### config.mk
export PLATFORM = sky130hd
export DESIGN_NAME = conv_layer_scheduler
export DESIGN_NICKNAME = d
export VERILOG_FILES = /design/src/rtl/conv_pkg.sv /design/src/rtl/conv_pix_counter.sv /design/src/rtl/conv_layer_scheduler.sv
export SDC_FILE = /design/constraint.sdc
export NUM_CORES = 1
export LEC_CHECK = 0
export CAP_MARGIN = 20
export CORE_ASPECT_RATIO = 1.4
export CORE_MARGIN = 1.5
export CORE_UTILIZATION = 30
export DETAILED_ROUTE_END_ITERATION = 12
export GPL_TIMING_DRIVEN = 1
export MAX_ROUTING_LAYER = met4
export PLACE_DENSITY = 0.52
export SYNTH_ARGS = -nofsm -noshare
export SYNTH_HDL_FRONTEND = slang
export SYNTH_SLANG_ARGS = --single-unit
export TNS_END_PERCENT = 5
### constraint.sdc
create_clock -name clk -period 3.68 [get_ports clk]
set_input_delay 0.736 -clock clk [delete_from_list [all_inputs] [get_ports clk]]
set_output_delay 0.736 -clock clk [all_outputs]
set_load 0.1 [all_outputs]
### src/rtl/conv_pkg.sv
// Shared encodings for the convolution layer scheduler and its pixel counter.
package conv_pkg;

  localparam int STATE_W = 3;
  localparam int SCALE_W = 4;

  typedef enum logic [STATE_W-1:0] {
    ST_IDLE   = 3'd0,
    ST_LOAD_W = 3'd1,
    ST_LOAD_B = 3'd2,
    ST_RUN    = 3'd3,
    ST_DRAIN  = 3'd4,
    ST_DONE   = 3'd5
  } conv_state_e;

  localparam logic MODE_DW = 1'b0;
  localparam logic MODE_PW = 1'b1;

endpackage

### src/rtl/conv_pix_counter.sv
// Column/row position of the pixel stream; flags the final pixel of a W x H frame.
module conv_pix_counter #(
  parameter int ROW_BUFFER_DEPTH = 9
) (
  input  logic                        clk,
  input  logic                        rstn,
  input  logic                        i_clr,
  input  logic                        i_en,
  input  logic [ROW_BUFFER_DEPTH-1:0] i_img_w,
  input  logic [ROW_BUFFER_DEPTH-1:0] i_img_h,
  output logic                        o_last
);

  logic [ROW_BUFFER_DEPTH-1:0] r_col;
  logic [ROW_BUFFER_DEPTH-1:0] r_row;
  logic                        w_col_wrap;
  logic                        w_row_last;

  assign w_col_wrap = (r_col == i_img_w - ROW_BUFFER_DEPTH'(1));
  assign w_row_last = (r_row == i_img_h - ROW_BUFFER_DEPTH'(1));
  assign o_last     = w_col_wrap & w_row_last;

  always_ff @(posedge clk or negedge rstn) begin
    if (!rstn) begin
      r_col <= '0;
      r_row <= '0;
    end else if (i_clr) begin
      r_col <= '0;
      r_row <= '0;
    end else if (i_en) begin
      if (w_col_wrap) begin
        r_col <= '0;
        r_row <= r_row + ROW_BUFFER_DEPTH'(1);
      end else begin
        r_col <= r_col + ROW_BUFFER_DEPTH'(1);
      end
    end
  end

endmodule

### src/rtl/conv_layer_scheduler.sv
// Sequences one conv layer through the shared datapath: per output group it
// loads weights, then bias, streams W*H pixels and waits for the pipeline to drain.
//
// state  | meaning
// IDLE   | waiting for start; config is checked when start arrives
// LOAD_W | weight fetch outstanding
// LOAD_B | bias fetch outstanding
// RUN    | streaming the W*H pixels of the current group
// DRAIN  | letting the multiplier/adder pipeline empty
// DONE   | one-cycle completion pulse
module conv_layer_scheduler
  import conv_pkg::*;
#(
  parameter int ROW_BUFFER_DEPTH    = 9,
  parameter int GROUP_WIDTH         = 6,
  parameter int MULT_PIPELINE_STAGE = 2,
  parameter int ADDER_LATENCY       = 4,
  parameter int DRAIN_CYCLES        = MULT_PIPELINE_STAGE + ADDER_LATENCY + 1
) (
  input  logic                        clk,
  input  logic                        rstn,
  input  logic                        start,
  input  logic                        abort,
  input  logic                        cfg_mode,
  input  logic [ROW_BUFFER_DEPTH-1:0] cfg_img_w,
  input  logic [ROW_BUFFER_DEPTH-1:0] cfg_img_h,
  input  logic [GROUP_WIDTH-1:0]      cfg_groups,
  input  logic [SCALE_W-1:0]          cfg_scale,
  output logic                        weight_req,
  input  logic                        weight_ack,
  output logic                        bias_req,
  input  logic                        bias_ack,
  input  logic                        pix_valid,
  output logic                        pix_ready,
  output logic                        pix_fire,
  output logic [GROUP_WIDTH-1:0]      group_idx,
  output logic                        adder_rst,
  output logic [SCALE_W-1:0]          scale_out,
  output logic                        mode_out,
  output logic [ROW_BUFFER_DEPTH-1:0] buff_len_ctrl,
  output logic                        buff_len_rst,
  output logic                        busy,
  output logic                        done,
  output logic                        cfg_err
);

  localparam int DRAIN_W = $clog2(DRAIN_CYCLES + 1);

  conv_state_e                 r_state;
  conv_state_e                 w_next;
  logic                        r_mode;
  logic [SCALE_W-1:0]          r_scale;
  logic [ROW_BUFFER_DEPTH-1:0] r_img_w;
  logic [ROW_BUFFER_DEPTH-1:0] r_img_h;
  logic [GROUP_WIDTH-1:0]      r_groups;
  logic [GROUP_WIDTH-1:0]      r_group_idx;
  logic [ROW_BUFFER_DEPTH-1:0] r_buff_len_ctrl;
  logic                        r_buff_len_rst;
  logic                        r_adder_rst;
  logic                        r_cfg_err;
  logic [DRAIN_W-1:0]          r_drain_cnt;

  logic w_start;
  logic w_abort;
  logic w_cfg_legal;
  logic w_last;
  logic w_more_groups;
  logic w_drain_end;
  logic w_cnt_clr;

  assign w_start = (r_state == ST_IDLE) && start;
  assign w_abort = abort && (r_state != ST_IDLE);

  // A 3x3 window needs at least three columns and three rows to exist.
  assign w_cfg_legal = (cfg_groups != '0) && (cfg_img_w != '0) && (cfg_img_h != '0) &&
                       !((cfg_mode == MODE_DW) &&
                         ((cfg_img_w < ROW_BUFFER_DEPTH'(3)) || (cfg_img_h < ROW_BUFFER_DEPTH'(3))));

  assign w_more_groups = (r_group_idx < (r_groups - GROUP_WIDTH'(1)));
  assign w_drain_end   = (r_state == ST_DRAIN) && (r_drain_cnt == '0);
  assign w_cnt_clr     = (r_state != ST_RUN) || w_abort;
  assign pix_fire      = pix_valid & pix_ready;

  conv_pix_counter #(
    .ROW_BUFFER_DEPTH(ROW_BUFFER_DEPTH)
  ) u_pix_counter (
    .clk    (clk),
    .rstn   (rstn),
    .i_clr  (w_cnt_clr),
    .i_en   (pix_fire),
    .i_img_w(r_img_w),
    .i_img_h(r_img_h),
    .o_last (w_last)
  );

  always_ff @(posedge clk or negedge rstn) begin
    if (!rstn) begin
      r_state <= ST_IDLE;
    end else begin
      r_state <= w_next;
    end
  end

  always_comb begin
    w_next = r_state;
    case (r_state)
      ST_IDLE:   if (start && w_cfg_legal) w_next = ST_LOAD_W;
      ST_LOAD_W: if (weight_ack) w_next = ST_LOAD_B;
      ST_LOAD_B: if (bias_ack) w_next = ST_RUN;
      ST_RUN:    if (pix_fire && w_last) w_next = ST_DRAIN;
      ST_DRAIN:  if (w_drain_end) w_next = w_more_groups ? ST_LOAD_W : ST_DONE;
      ST_DONE:   w_next = ST_IDLE;
      default:   w_next = ST_IDLE;
    endcase
    if (w_abort) w_next = ST_IDLE;
  end

  // Abort wins over a same-cycle pixel, so ready is withdrawn while it is high.
  always_comb begin
    weight_req = 1'b0;
    bias_req   = 1'b0;
    pix_ready  = 1'b0;
    done       = 1'b0;
    busy       = (r_state != ST_IDLE);
    case (r_state)
      ST_LOAD_W: weight_req = 1'b1;
      ST_LOAD_B: bias_req   = 1'b1;
      ST_RUN:    pix_ready  = ~abort;
      ST_DONE:   done       = 1'b1;
      default:   ;
    endcase
  end

  always_ff @(posedge clk or negedge rstn) begin
    if (!rstn) begin
      r_mode          <= 1'b0;
      r_scale         <= '0;
      r_img_w         <= '0;
      r_img_h         <= '0;
      r_groups        <= '0;
      r_cfg_err       <= 1'b0;
      r_buff_len_ctrl <= '0;
      r_buff_len_rst  <= 1'b0;
    end else begin
      r_buff_len_rst <= 1'b0;
      if (w_start) begin
        r_mode    <= cfg_mode;
        r_scale   <= cfg_scale;
        r_img_w   <= cfg_img_w;
        r_img_h   <= cfg_img_h;
        r_groups  <= cfg_groups;
        r_cfg_err <= ~w_cfg_legal;
        if (w_cfg_legal) begin
          r_buff_len_rst  <= 1'b1;
          r_buff_len_ctrl <= (cfg_mode == MODE_DW) ? (cfg_img_w - ROW_BUFFER_DEPTH'(2)) : '0;
        end
      end
    end
  end

  always_ff @(posedge clk or negedge rstn) begin
    if (!rstn) begin
      r_group_idx <= '0;
      r_drain_cnt <= '0;
      r_adder_rst <= 1'b0;
    end else begin
      r_adder_rst <= (r_state == ST_LOAD_B) && (w_next == ST_RUN);
      if (w_abort) begin
        r_group_idx <= '0;
        r_drain_cnt <= '0;
      end else if (w_start && w_cfg_legal) begin
        r_group_idx <= '0;
      end else if ((r_state == ST_RUN) && (w_next == ST_DRAIN)) begin
        r_drain_cnt <= DRAIN_W'(DRAIN_CYCLES - 1);
      end else if (r_state == ST_DRAIN) begin
        if (r_drain_cnt != '0) r_drain_cnt <= r_drain_cnt - DRAIN_W'(1);
        if (w_next == ST_LOAD_W) r_group_idx <= r_group_idx + GROUP_WIDTH'(1);
      end
    end
  end

  assign group_idx     = r_group_idx;
  assign adder_rst     = r_adder_rst;
  assign scale_out     = r_scale;
  assign mode_out      = r_mode;
  assign buff_len_ctrl = r_buff_len_ctrl;
  assign buff_len_rst  = r_buff_len_rst;
  assign cfg_err       = r_cfg_err;

endmodule
; ---- Word level (Yosys, flattened, before mapping)
; Index checks and enable logic that the tools add are counted.
; W data, S select, Z words.
[op_classes]
n_addsub = 8
n_mul = 0
n_div = 0
n_lt_le_gt_ge = 3
n_eq_ne = 13
n_shift = 0
n_mux = 31
bitwise_logic = 5
n_reduce_logical = 32
[op_table]
columns = cell, count
row1 = $mux W9, 7
row2 = $mux W3, 12
row3 = $mux W6, 5
row4 = $add A9 B1 Y9 const B, 2
row5 = $eq A9 B9 Y1, 2
row6 = $lt A9 B2 Y1 const B, 2
row7 = $reduce_bool A3 Y1, 6
row8 = $reduce_bool A9 Y1, 2
row9 = $sub A9 B1 Y9 const B, 2
row10 = $pmux W3 S5, 1
row11 = $logic_and A1 B1 Y1, 12
row12 = $eq A3 B2 Y1 const B, 3
row13 = $eq A3 B3 Y1 const B, 3
row14 = $sub A9 B2 Y9 const B, 1
row15 = $add A6 B1 Y6 const B, 1
row16 = $eq A3 B1 Y1 const B, 2
row17 = $logic_not A3 Y1, 2
row18 = $lt A6 B6 Y1, 1
row19 = $mux W1, 6
row20 = $reduce_and A3 Y1, 2
row21 = $reduce_bool A6 Y1, 1
row22 = $sub A6 B1 Y6 const B, 1
row23 = $reduce_and A2 Y1, 2
row24 = $reduce_bool A2 Y1, 2
row25 = other kinds (8), 12
[word_totals]
ff_bits = 71
latch_bits = 0
ramBits = 0
rom_bits = 0
inputBits = 36
word_cells = 106
mem_count = 0

; ---- Longest topological paths before layout
; Gate-level depths: netlist of run 1.
[logic_depth]
word_depth = 15
ltp_mapped = 11
ltp_nobuf = 11

; ---- Modules after synthesis
; A second synthesis of run 1 with hierarchy kept.
[hier_totals]
hier_cells = 426
area_unflattened_um2 = 4286.6
[by_module_without_submodules]
columns = module, n_inst, cells_per_inst, area_per_inst_um2, seq_area_each_um2
row1 = conv_layer_scheduler, 1, 254, 2803.9, 1326.3
row2 = conv_pix_counter, 1, 172, 1482.7, 450.4

; ---- Worst setup path before layout of run 1
; OpenSTA, ideal clock, no wires.
[synth_timing]
path_kind = register to output
startpoint = register r_state[2]
endpoint = output port weight_req
arrival_ns = 2.828
t_required_ns = 2.944
setup_slack_ns = 0.116
stages_incl_launch_ff = 3
path_cell_list = dfrtp_1 clkbuf_1 nor3b_1
[synth_via]
elab_chain_len = 2
[synth_lines]
columns = element, line_no
row1 = start: declaration, conv_layer_scheduler.sv:49  ; conv_state_e r_state;
row2 = start signal: assignment, conv_layer_scheduler.sv:100  ; r_state <= w_next;
row3 = $eq A3 B1 Y1, conv_layer_scheduler.sv:125  ; case (r_state)
row4 = $mux W1, conv_layer_scheduler.sv:125
row5 = end: declaration, conv_layer_scheduler.sv:29  ; output logic weight_req,
; Every way passes these cells.

; ---- Final worst setup path of run 1
[layout_timing]
startpoint = register r_groups[0]
endpoint = register r_group_idx[1], in the netlist group_idx[1]
[layout_via]
elab_chain_len = 10
[layout_lines]
columns = element, line_no
row1 = start: declaration, conv_layer_scheduler.sv:55  ; logic [GROUP_WIDTH-1:0] r_groups;
row2 = start signal: assignment, conv_layer_scheduler.sv:151  ; r_groups <= cfg_groups;
row3 = $sub A6 B1 Y6 (*), conv_layer_scheduler.sv:79  ; assign w_more_groups = (r_group_idx < (r_groups - GROUP_WIDTH'(1)));
row4 = $lt A6 B6 Y1 (*), conv_layer_scheduler.sv:79
row5 = $mux W3 (*) (2 in series), conv_layer_scheduler.sv:111  ; ST_DRAIN: if (w_drain_end) w_next = w_more_groups ? ST_LOAD_W : ST_DONE;
row6 = $pmux W3 S5 (*), conv_layer_scheduler.sv:106  ; case (r_state)
row7 = $mux W3 (*), conv_layer_scheduler.sv:115  ; if (w_abort) w_next = ST_IDLE;
row8 = $eq A3 B3 Y1, conv_layer_scheduler.sv:173  ; end else if ((r_state == ST_RUN) && (w_next == ST_DRAIN)) begin
row9 = $logic_and A1 B1 Y1, conv_layer_scheduler.sv:173
row10 = $ne A3 B3 Y1 (no source line), n/a
row11 = $reduce_and A3 Y1 (no source line) (*), n/a
row12 = end signal: assignment, conv_layer_scheduler.sv:177  ; if (w_next == ST_LOAD_W) r_group_idx <= r_group_idx + GROUP_WIDTH'(1);
row13 = end: declaration, conv_layer_scheduler.sv:56  ; logic [GROUP_WIDTH-1:0] r_group_idx;
; Mark *: on every way between the ends. The rest lies on a longest branch, timed or not.
; A chain may end at the register's enable or synchronous reset.

==> impl_metrics.tcl, run 1 <==
set metrics [dict create \
    status "finished, final reports clean" \
    grt_max_degree 38 \
    crit_start "r_groups[0]" \
    dp_hpwl_um 8500 \
    synth_area_leaders "dfrtp_1, mux2_2, ha_1" \
    fin_util_pct 40.1 \
    die_area_sq_um 15100 \
    avgSynthCellArea_sq_um 9.56 \
    yosys_warnings 0 \
    cap_violations 0 \
    relSlewSlack_pct 32.9 \
    portBuffers 64 \
    drtPass1Iterations 5 \
    synth_commonest_cells "dfrtp_1, nand2_1, nand3_1" \
    cp_data_arrival_time_ns 3.19 \
    grt_overflow_total 0 \
    crit_family "compound AO/OA/AOI/OAI gates" \
    cpMaxStageDelayCell "o31ai_1" \
    crit_path_end_kind "register" \
    pwr-share-seq_pct 28.5 \
    cts_tree "yes" \
    critical_path_buf_inv_count 1 \
    leakage_nw 2.26 \
    cellPowerDensity_nw_per_um2 783 \
    ir_drop_mv 0.393 \
    seq_area_frac_synth_pct 41.1 \
    ctsLongestPathBuffers 2 \
    syn-cell-area_sq_um 4320 \
    drt-total-wl_um 11300 \
    fin_tns_setup_ns 0 \
    crit_required_ns 3.90 \
    timing.final.crit_share_pct 80.7 \
    netSwitchingFraction_pct 44.9 \
    clkPwrFrac_pct 24.5 \
    synth_ff_type "dfrtp_1" \
    crit_fanout 6 \
    postLayoutCellArea_sq_um 5600 \
    skew_ns 0.00550 \
    die_width_um 104 \
    cts-resized-gates 0 \
    route.detailed.drc 0 \
    htreeDepth 3 \
    die_h_um 145 \
    async_flop_share_pct 100 \
    vias 3682 \
    critPathMaxStageDelay_ns 0.45 \
    final_antenna_net_count 0 \
    fin_crit_ns 2.97 \
    setup.worst_path.class "reg -> reg" \
    cp_cell_sequence "inv_1, ha_1, nand2_1, xor2_1, ha_1, a21o_1, a211o_1, o31ai_1, nand2_1, o211a_1, a311o_1" \
    ys_types 56 \
    final_nets 572 \
    grt_pass1_wl_um 18600 \
    grt_use_total_pct 15.9 \
    hold_viol 0 \
    grt_setup_unrepaired "false" \
    synth_edf_count 0 \
    hold_buffers 0 \
    synthCells 452 \
    synthesis.nets 503 \
    rr_startpoint "r_groups[0]" \
    setup_viol 0 \
    path_clk_slew_ns 0.06 \
    synth_most_common_cell "dfrtp_1" \
    root_buffer "clkbuf_16" \
    numCtsBuffers 9 \
    postPlaceCellArea_sq_um 5230 \
    postCtsSetupBuffers 0 \
    antenna_found_initial 0 \
    insertion_delay_ns 0.34 \
    intPower_mw 2.41 \
    start_util_pct 30.9 \
    max_freq_ghz 0.337 \
    grt_pass1_vias 3727 \
    coreArea_sq_um 14000 \
    yosysTopAreaCell "dfrtp_1" \
    drive_gt1_share_pct 14.4 \
    netSwitchingPower_mw 1.97 \
    antenna_cells 0 \
    rows 51 \
    report.final.slew_viol_count 0 \
    wl_per_cell_um 15.8 \
    hp-class "reg -> reg" \
    dpl_worst_slack_ns 0.672 \
    top_level_ports 65 \
    gp_congestion 0.857 \
    fin_ws_ns 0.709 \
    drt_iter0_markers 157 \
    hold_start "buff_len_ctrl[4]" \
    syn2layout_area_growth_pct 29.6 \
    cts.sinks 71 \
    worstMarginPinSlew_ns 1.00 \
    ys_ff_latch 71 \
    viasPerCell 5.18 \
    synth_top_cell_area_share_pct 41.1 \
    p_comb_share_pct 46.9 \
    crit_path_start_kind "register" \
]
==> registers in the layout (all words and copies together) (netlist names) <==
register             cells
adder_rst                1
mode_out                 1
r_img_h                  9
r_state                  3
cfg_err                  1
buff_len_ctrl            9
r_groups                 6
u_pix_counter.r_col      9
group_idx                6
u_pix_counter.r_row      9
r_img_w                  9
buff_len_rst             1
scale_out                4
r_drain_cnt              3
==> logic make-up after synthesis <==
| kind of cell | synth area share, % |
|---|---|
| AO/OA/AOI/OAI | 11.8 |
| XOR/XNOR | 7.09 |
| adder cells (fa/ha/maj) | 4.34 |
| buffers and inverters | 3.10 |
| flip-flops | 41.1 |
| multiplexers | 7.35 |
| AND/OR/NAND/NOR | 25.3 |
==> cell type report <==
class,instances,area [sq um]
tap,185,231
timing repair buffer,77,743
multi-input combinational,346,2420
sequential,71,1780
clock inverter,7,145
fill,1366,8370
inverter,16,60.1
clock buffer,9,225
==> final timing paths <==
kind                               endpoint  slack [ns]  cells after the start
setup / recovery               group_idx[1]        0.71                     11
hold / removal             buff_len_ctrl[4]        0.48                      2
setup reg to reg               group_idx[1]        0.71                     11
hold reg to reg            buff_len_ctrl[4]        0.48                      2
max in group asynchronous        r_img_h[6]        2.38                      2
min in group asynchronous      buff_len_rst        0.51                      1
==> power by group through the flow <==
stage / Clock [mW] / Sequential [mW] / Combinational (mW)
final: 1.07 / 1.25 / 2.06
after global routing: 1.13 / 1.29 / 2.22
after CTS: 1.10 / 1.25 / 2.07
after detailed placement: 0 / 1.27 / 2.07
after global placement: 0 / 1.26 / 2.03
after floorplan: 0 / 1.80 / 0.985
==> routing by layer <==
metal / vias to the layer above / global-route usage, % / share of wire (%)
met5: - / - / 0
met4: 0 / 5.69 / 1.9
met3: 15 / 2.65 / 3.2
met2: 89 / 27.9 / 52
met1: 1770 / 18.0 / 43
li1: 1808 / - / -
==> metrics by stage <==
stage / hold WS [ns] / cells / total power [mW]
6_report: 0.483 / 711 / 4.38
5_1_grt: 0.520 / 711 / 4.64
4_1_cts: 0.490 / 711 / 4.43
3_5_place_dp: 0.476 / 695 / 3.34
3_3_place_gp: 0.465 / 695 / 3.29
2_1_floorplan: 0.440 / 452 / 2.78
==> cell usage in the layout (no fill, tap or decap), drive strengths merged, types with 6 or more instances in the layout <==
cell and instances:
clkbuf 9, nand3b 6, nand2b 6, dfrtp 71, nand3 25, ha 15
clkdlybuf4s50 57, mux2i 7, nor2 20, nor3 16, nor3b 8, or2 8
nor4 11, o211ai 6, nand4 8, inv 16, nand2 47, xnor2 18
and3 9, o21ai 20, a21oi 11, o31ai 12, xor2 17, or4 8
mux2 22, buf 20
==> tightest hold or removal path: cells and delay by family, from the launching register on <==
kind               cells  cell delay (ns)
AOI/OAI and AO/OA      1             0.05
DFF                    1             0.34
and+or+nand+nor        1             0.05
(Power assumes the default switching activity.)
==> run 2, diff against run 1 <==
--- a/config.mk
+++ b/config.mk
@@ -12,7 +12,7 @@
 export DETAILED_ROUTE_END_ITERATION = 12
 export GPL_TIMING_DRIVEN = 1
 export MAX_ROUTING_LAYER = met4
-export PLACE_DENSITY = 0.52
+export PLACE_DENSITY = 0.54
 export SYNTH_ARGS = -nofsm -noshare
 export SYNTH_HDL_FRONTEND = slang
 export SYNTH_SLANG_ARGS = --single-unit
==> constraint.sdc (replaced) <==
create_clock -name clk -period 2.4 [get_ports clk]
set_input_delay 0.48 -clock clk [delete_from_list [all_inputs] [get_ports clk]]
set_output_delay 0.48 -clock clk [all_outputs]
set_load 0.1 [all_outputs]
==> impl_metrics.tcl, run 2 (same netlist as run 1, synthesis figures left out) <==
set metrics [dict create \
    cpMaxStageDelayCell "or4_4" \
    drtPass1Iterations 4 \
    violations "setup timing" \
    grt_pass1_wl_um 20000 \
    coreArea_sq_um 14000 \
    setup.worst_path.class "reg -> reg" \
    leakage_nw 2.62 \
    gp_congestion 0.858 \
    cp_cell_sequence "inv_2, ha_4, nand2_2, xor2_1, ha_1, a21o_1, a211o_1, o31ai_2, buf_4, nand3_2, or4_4, nand3_2" \
    top_level_ports 65 \
    crit_family "compound AO/OA/AOI/OAI gates" \
    final_nets 630 \
    grt_overflow_total 0 \
    skew_ns 0.00595 \
    cp.depth 12 \
    crit_path_end_kind "register" \
    syn2layout_area_growth_pct 42.0 \
    insertion_delay_ns 0.34 \
    path_clk_slew_ns 0.05 \
    hp-class "in -> async" \
    reg2regPathDepth 12 \
    route.detailed.drc 0 \
    netSwitchingFraction_pct 45.9 \
    ir_drop_mv 0.539 \
    drive_gt1_share_pct 31.4 \
    grt_setup_unrepaired "true" \
    grt_use_total_pct 16.9 \
    status "complete, but fails checks" \
    antenna_cells 0 \
    fin_crit_ns 2.64 \
    timing.final.crit_share_pct 110 \
    final_antenna_net_count 0 \
    die_width_um 104 \
    crit_path_start_kind "register" \
    hold_viol 0 \
    crit_required_ns 2.68 \
    critPathMaxStageDelay_ns 0.43 \
    drt_iter0_markers 138 \
    root_buffer "clkbuf_16" \
    max_freq_ghz 0.378 \
    vias 3940 \
    portBuffers 64 \
    p_comb_share_pct 54.1 \
    dp_hpwl_um 8920 \
    critical_path_buf_inv_count 2 \
    cap_violations 0 \
    drt-total-wl_um 11800 \
    crit_fanout 3 \
    holdWs_ns 0.140 \
    worstMarginPinSlew_ns 0.580 \
    die_h_um 145 \
    timing.critical_path.mode_cell "nand3_2" \
    grt_max_degree 38 \
    hold_buffers 0 \
    cellPowerDensity_nw_per_um2 1130 \
    numCtsBuffers 9 \
    power.total_mw 6.93 \
    htreeDepth 3 \
    ctsLongestPathBuffers 2 \
    cts.sinks 71 \
    report.final.slew_viol_count 0 \
    relSlewSlack_pct 61.3 \
    intPower_mw 3.74 \
    die_area_sq_um 15100 \
    netSwitchingPower_mw 3.18 \
    pwr-share-seq_pct 27.1 \
    layout_commonest_cell "buf_4" \
    viasPerCell 5.13 \
    start_util_pct 30.9 \
    cp_data_arrival_time_ns 2.92 \
    clkPwrFrac_pct 18.8 \
    cts_tree "yes" \
    most-common-layout-cells "buf_4, dfrtp_1, nand2_1" \
    wl_per_cell_um 15.4 \
    fin_ws_ns -0.242 \
    grt_pass1_vias 4110 \
    antenna_found_initial 0 \
    rows 51 \
    setup_viol 8 \
]
[run 2: cell count changes in the layout (fill, tap and decap cells not counted), moves of 4 or more]
cell,change
clkinv_2,+4
buf_4,+73
nor4_2,+4
nor4_1,-6
buf_12,+6
clkdlybuf4s50_1,-23
[run 2: metal layers]
metal,wire length (um),up-vias,GRT usage (%)
met5,0,-,-
met4,321,0,7.29
met3,402,19,3.59
met2,6170,76,28.6
met1,4920,1933,19.0
li1,-,1912,-
[run 2: through the flow]
step / cell area [sq um] / setup slack (ns) / setup TNS, ns / utilization [%] / instances
2_1_floorplan: 4330 / -0.540 / -2.91 / - / 452
3_3_place_gp: 5680 / -0.273 / -2.77 / 40.6 / 752
3_5_place_dp: 5680 / -0.283 / -2.91 / 40.6 / 752
4_1_cts: 6020 / -0.233 / -1.05 / 43.1 / 768
5_1_grt: 6140 / -0.368 / -2.35 / 43.9 / 768
6_report: 6140 / -0.242 / -1.11 / 43.9 / 768
[run 2: layout make-up]
type | instances | area, sq um
tap | 185 | 231
inverter | 16 | 60.1
timing repair buffer | 135 | 1200
sequential | 71 | 1780
fill | 1337 | 7840
multi-input combinational | 346 | 2590
clock inverter | 5 | 50.0
clock buffer | 10 | 229
[run 2: repair_timing]
action / CTS / global route
setup endpoints to repair: 20 / 22
gates resized for setup: 9 / 27
pin swaps: 8 / 13
buffers inserted: 1 / 0
[run 2: power by group through the flow]
stage,Clock (mW),Sequential [mW],Combinational (mW)
after floorplan,0,2.76,1.51
final,1.30,1.88,3.75
after global routing,1.40,1.93,4.03
after CTS,1.33,1.87,3.67
after detailed placement,0,1.88,3.59
after global placement,0,1.88,3.54
[run 2: worst paths after layout]
path / slack (ns) / endpoint / startpoint
max: -0.24 / group_idx[4] / r_groups[1]
min: 0.14 / scale_out[0] / rstn
max reg2reg: -0.24 / group_idx[4] / r_groups[1]
min in group clk: 0.48 / buff_len_ctrl[1] / buff_len_ctrl[1]
min reg2reg: 0.48 / buff_len_ctrl[1] / buff_len_ctrl[1]
max in group asynchronous: 1.71 / r_drain_cnt[2] / rstn
[run 2: worst reg2reg max path: stages, from the launching register on]
cell and delay [ns]:
dfrtp_1 0.39, inv_2 0.08, ha_4 0.14, nand2_2 0.05, xor2_1 0.15, ha_1 0.31, a21o_1 0.16, a211o_1 0.31
o31ai_2 0.25, buf_4 0.17, nand3_2 0.08, or4_4 0.43, nand3_2 0.07
==> run 3, diff against run 2 <==
--- a/config.mk
+++ b/config.mk
@@ -12,7 +12,7 @@
 export DETAILED_ROUTE_END_ITERATION = 12
 export GPL_TIMING_DRIVEN = 1
 export MAX_ROUTING_LAYER = met4
-export PLACE_DENSITY = 0.54
+export PLACE_DENSITY = 0.52
 export SYNTH_ARGS = -nofsm -noshare
 export SYNTH_HDL_FRONTEND = slang
 export SYNTH_SLANG_ARGS = --single-unit
==> impl_metrics.tcl, run 3 (same netlist as run 1, synthesis figures left out) <==
set metrics [dict create \
    hold_buffers 0 \
    worstMarginPinSlew_ns 0.494 \
    critPathMaxStageDelay_ns 0.40 \
    ctsLongestPathBuffers 2 \
    top_level_ports 65 \
    relSlewSlack_pct 67.0 \
    cpMaxStageDelayCell "or4_1" \
    root_buffer "clkbuf_16" \
    timing.final.crit_share_pct 109 \
    cp_data_arrival_time_ns 2.88 \
    grt_setup_unrepaired "true" \
    start_util_pct 30.9 \
    most-common-layout-cells "buf_4, dfrtp_1, nand2_1" \
    htreeDepth 3 \
    vias 3926 \
    die_area_sq_um 15100 \
    drt_iter0_markers 130 \
    die_width_um 104 \
    path_clk_slew_ns 0.06 \
    grt_pass1_wl_um 19900 \
    setup_viol 7 \
    routed-wl-met2_um 6280 \
    grt_pass1_vias 3977 \
    fin_tns_setup_ns -0.964 \
    fin_ws_ns -0.214 \
    insertion_delay_ns 0.33 \
    rr_startpoint "r_groups[1]" \
    wl_met3_um 487 \
    cts.sinks 71 \
    fill_cells 1328 \
    report.final.slew_viol_count 0 \
    drt-total-wl_um 12200 \
    wl_met1_um 5170 \
    grt_overflow_total 0 \
    final_antenna_net_count 0 \
    hp-class "in -> async" \
    ir_drop_mv 0.632 \
    drtPass1Iterations 4 \
    hold_viol 0 \
    fin_crit_ns 2.61 \
    route.detailed.drc 0 \
    final_nets 624 \
    coreArea_sq_um 14000 \
    skew_ns 0.00515 \
    postLayoutCellArea_sq_um 6110 \
    layout_commonest_cell "buf_4" \
    postPlaceCellArea_sq_um 5640 \
    drive_gt1_share_pct 30.3 \
    rows 51 \
    crit_start "r_groups[1]" \
    grt_use_total_pct 16.9 \
    antenna_found_initial 0 \
    cap_violations 0 \
    crit_fanout 3 \
    cts_tree "yes" \
    violations "setup timing" \
    viasPerCell 5.15 \
    gp_congestion 0.849 \
    top_layer_used "met4" \
    numCtsBuffers 9 \
    crit_required_ns 2.67 \
    cp_cell_sequence "inv_1, ha_2, nand2_1, xor2_1, ha_1, a21o_1, a211o_1, o31ai_4, buf_4, nand3_1, or4_1, nand3_1" \
    die_h_um 145 \
    critical_path_buf_inv_count 2 \
    wl_per_cell_um 16.0 \
    crit_family "compound AO/OA/AOI/OAI gates" \
    leakage_nw 2.58 \
    portBuffers 64 \
    postCtsSetupBuffers 0 \
    max_freq_ghz 0.383 \
    crit_path_start_kind "register" \
    crit_path_end_kind "register" \
    setup.worst_path.class "reg -> reg" \
    grt_max_degree 53 \
    cellPowerDensity_nw_per_um2 1170 \
    antenna_cells 0 \
    status "complete, but fails checks" \
    dp_hpwl_um 9090 \
    timing.critical_path.mode_cell "nand3_1" \
    syn2layout_area_growth_pct 41.4 \
]
[run 3: cell count changes in the layout (fill, tap and decap cells not counted), sizes merged]
| cell | before | now |
|---|---|---|
| buf | 101 | 95 |
| clkinv | 4 | 1 |
| clkinvlp | 0 | 2 |
| bufinv | 1 | 2 |
| clkbuf | 10 | 11 |
[run 3: area by class of cell]
class | instances | area [sq um] | share of cell area, %
Tap cell | 185 | 231 | 3.79
Sequential cell | 71 | 1780 | 29.1
Timing Repair Buffer | 129 | 1160 | 19.0
Multi-Input combinational cell | 346 | 2550 | 41.7
Clock buffer | 11 | 253 | 4.14
Clock inverter | 5 | 80.1 | 1.31
Inverter | 16 | 60.1 | 0.983
[run 3: path summary, 6_finish.rpt]
kind | end | slack (ns) | cells past startpoint
worst max-delay path | group_idx[3] | -0.21 | 12
worst min-delay path | buff_len_ctrl[7] | 0.10 | 1
worst max register to register | group_idx[3] | -0.21 | 12
worst min register to register | buff_len_ctrl[2] | 0.49 | 2
max in group asynchronous | r_state[2] | 1.62 | 2
min in group clk | buff_len_ctrl[2] | 0.49 | 2
[run 3: repair_timing]
| action | in CTS | in global routing |
|---|---|---|
| gates resized for setup | 9 | 20 |
| cloned | 0 | 0 |
| endpoints found under the setup margin | 21 | 23 |
| pin swaps | 4 | 4 |
[run 3: through the flow]
step	power, mW	std cells	hold slack [ns]	setup WS [ns]	util [%]
after global routing	7.52	763	0.135	-0.416	43.7
after global placement	5.47	747	0.468	-0.258	40.4
final	7.12	763	0.102	-0.214	43.7
after CTS	7.09	763	0.105	-0.252	43.1
after detailed placement	5.53	747	0.472	-0.290	40.4
after floorplan	4.27	452	0.184	-0.540	-
[run 3: metal layers]
metal | global-route usage, % | vias to the layer above
met5 | - | -
met4 | 6.46 | 0
met3 | 3.37 | 17
met2 | 28.9 | 89
met1 | 19.4 | 1909
li1 | - | 1911
[run 3: worst register-to-register path, stage by stage, from the launching register on]
cell     delay, ns
dfrtp_1       0.38
inv_1         0.07
ha_2          0.17
nand2_1       0.06
xor2_1        0.14
ha_1          0.28
a21o_1        0.18
a211o_1       0.29
o31ai_4       0.24
buf_4         0.15
nand3_1       0.09
or4_1         0.40
nand3_1       0.09
[run 3: report_power, final]
part	internal [mW]	total [mW]	leakage, nW	switching, mW
Combinational	1.40	3.75	1.51	2.35
Clock	0.965	1.48	0.158	0.519
Sequential	1.54	1.89	0.912	0.343
Total	3.91	7.12	2.58	3.21
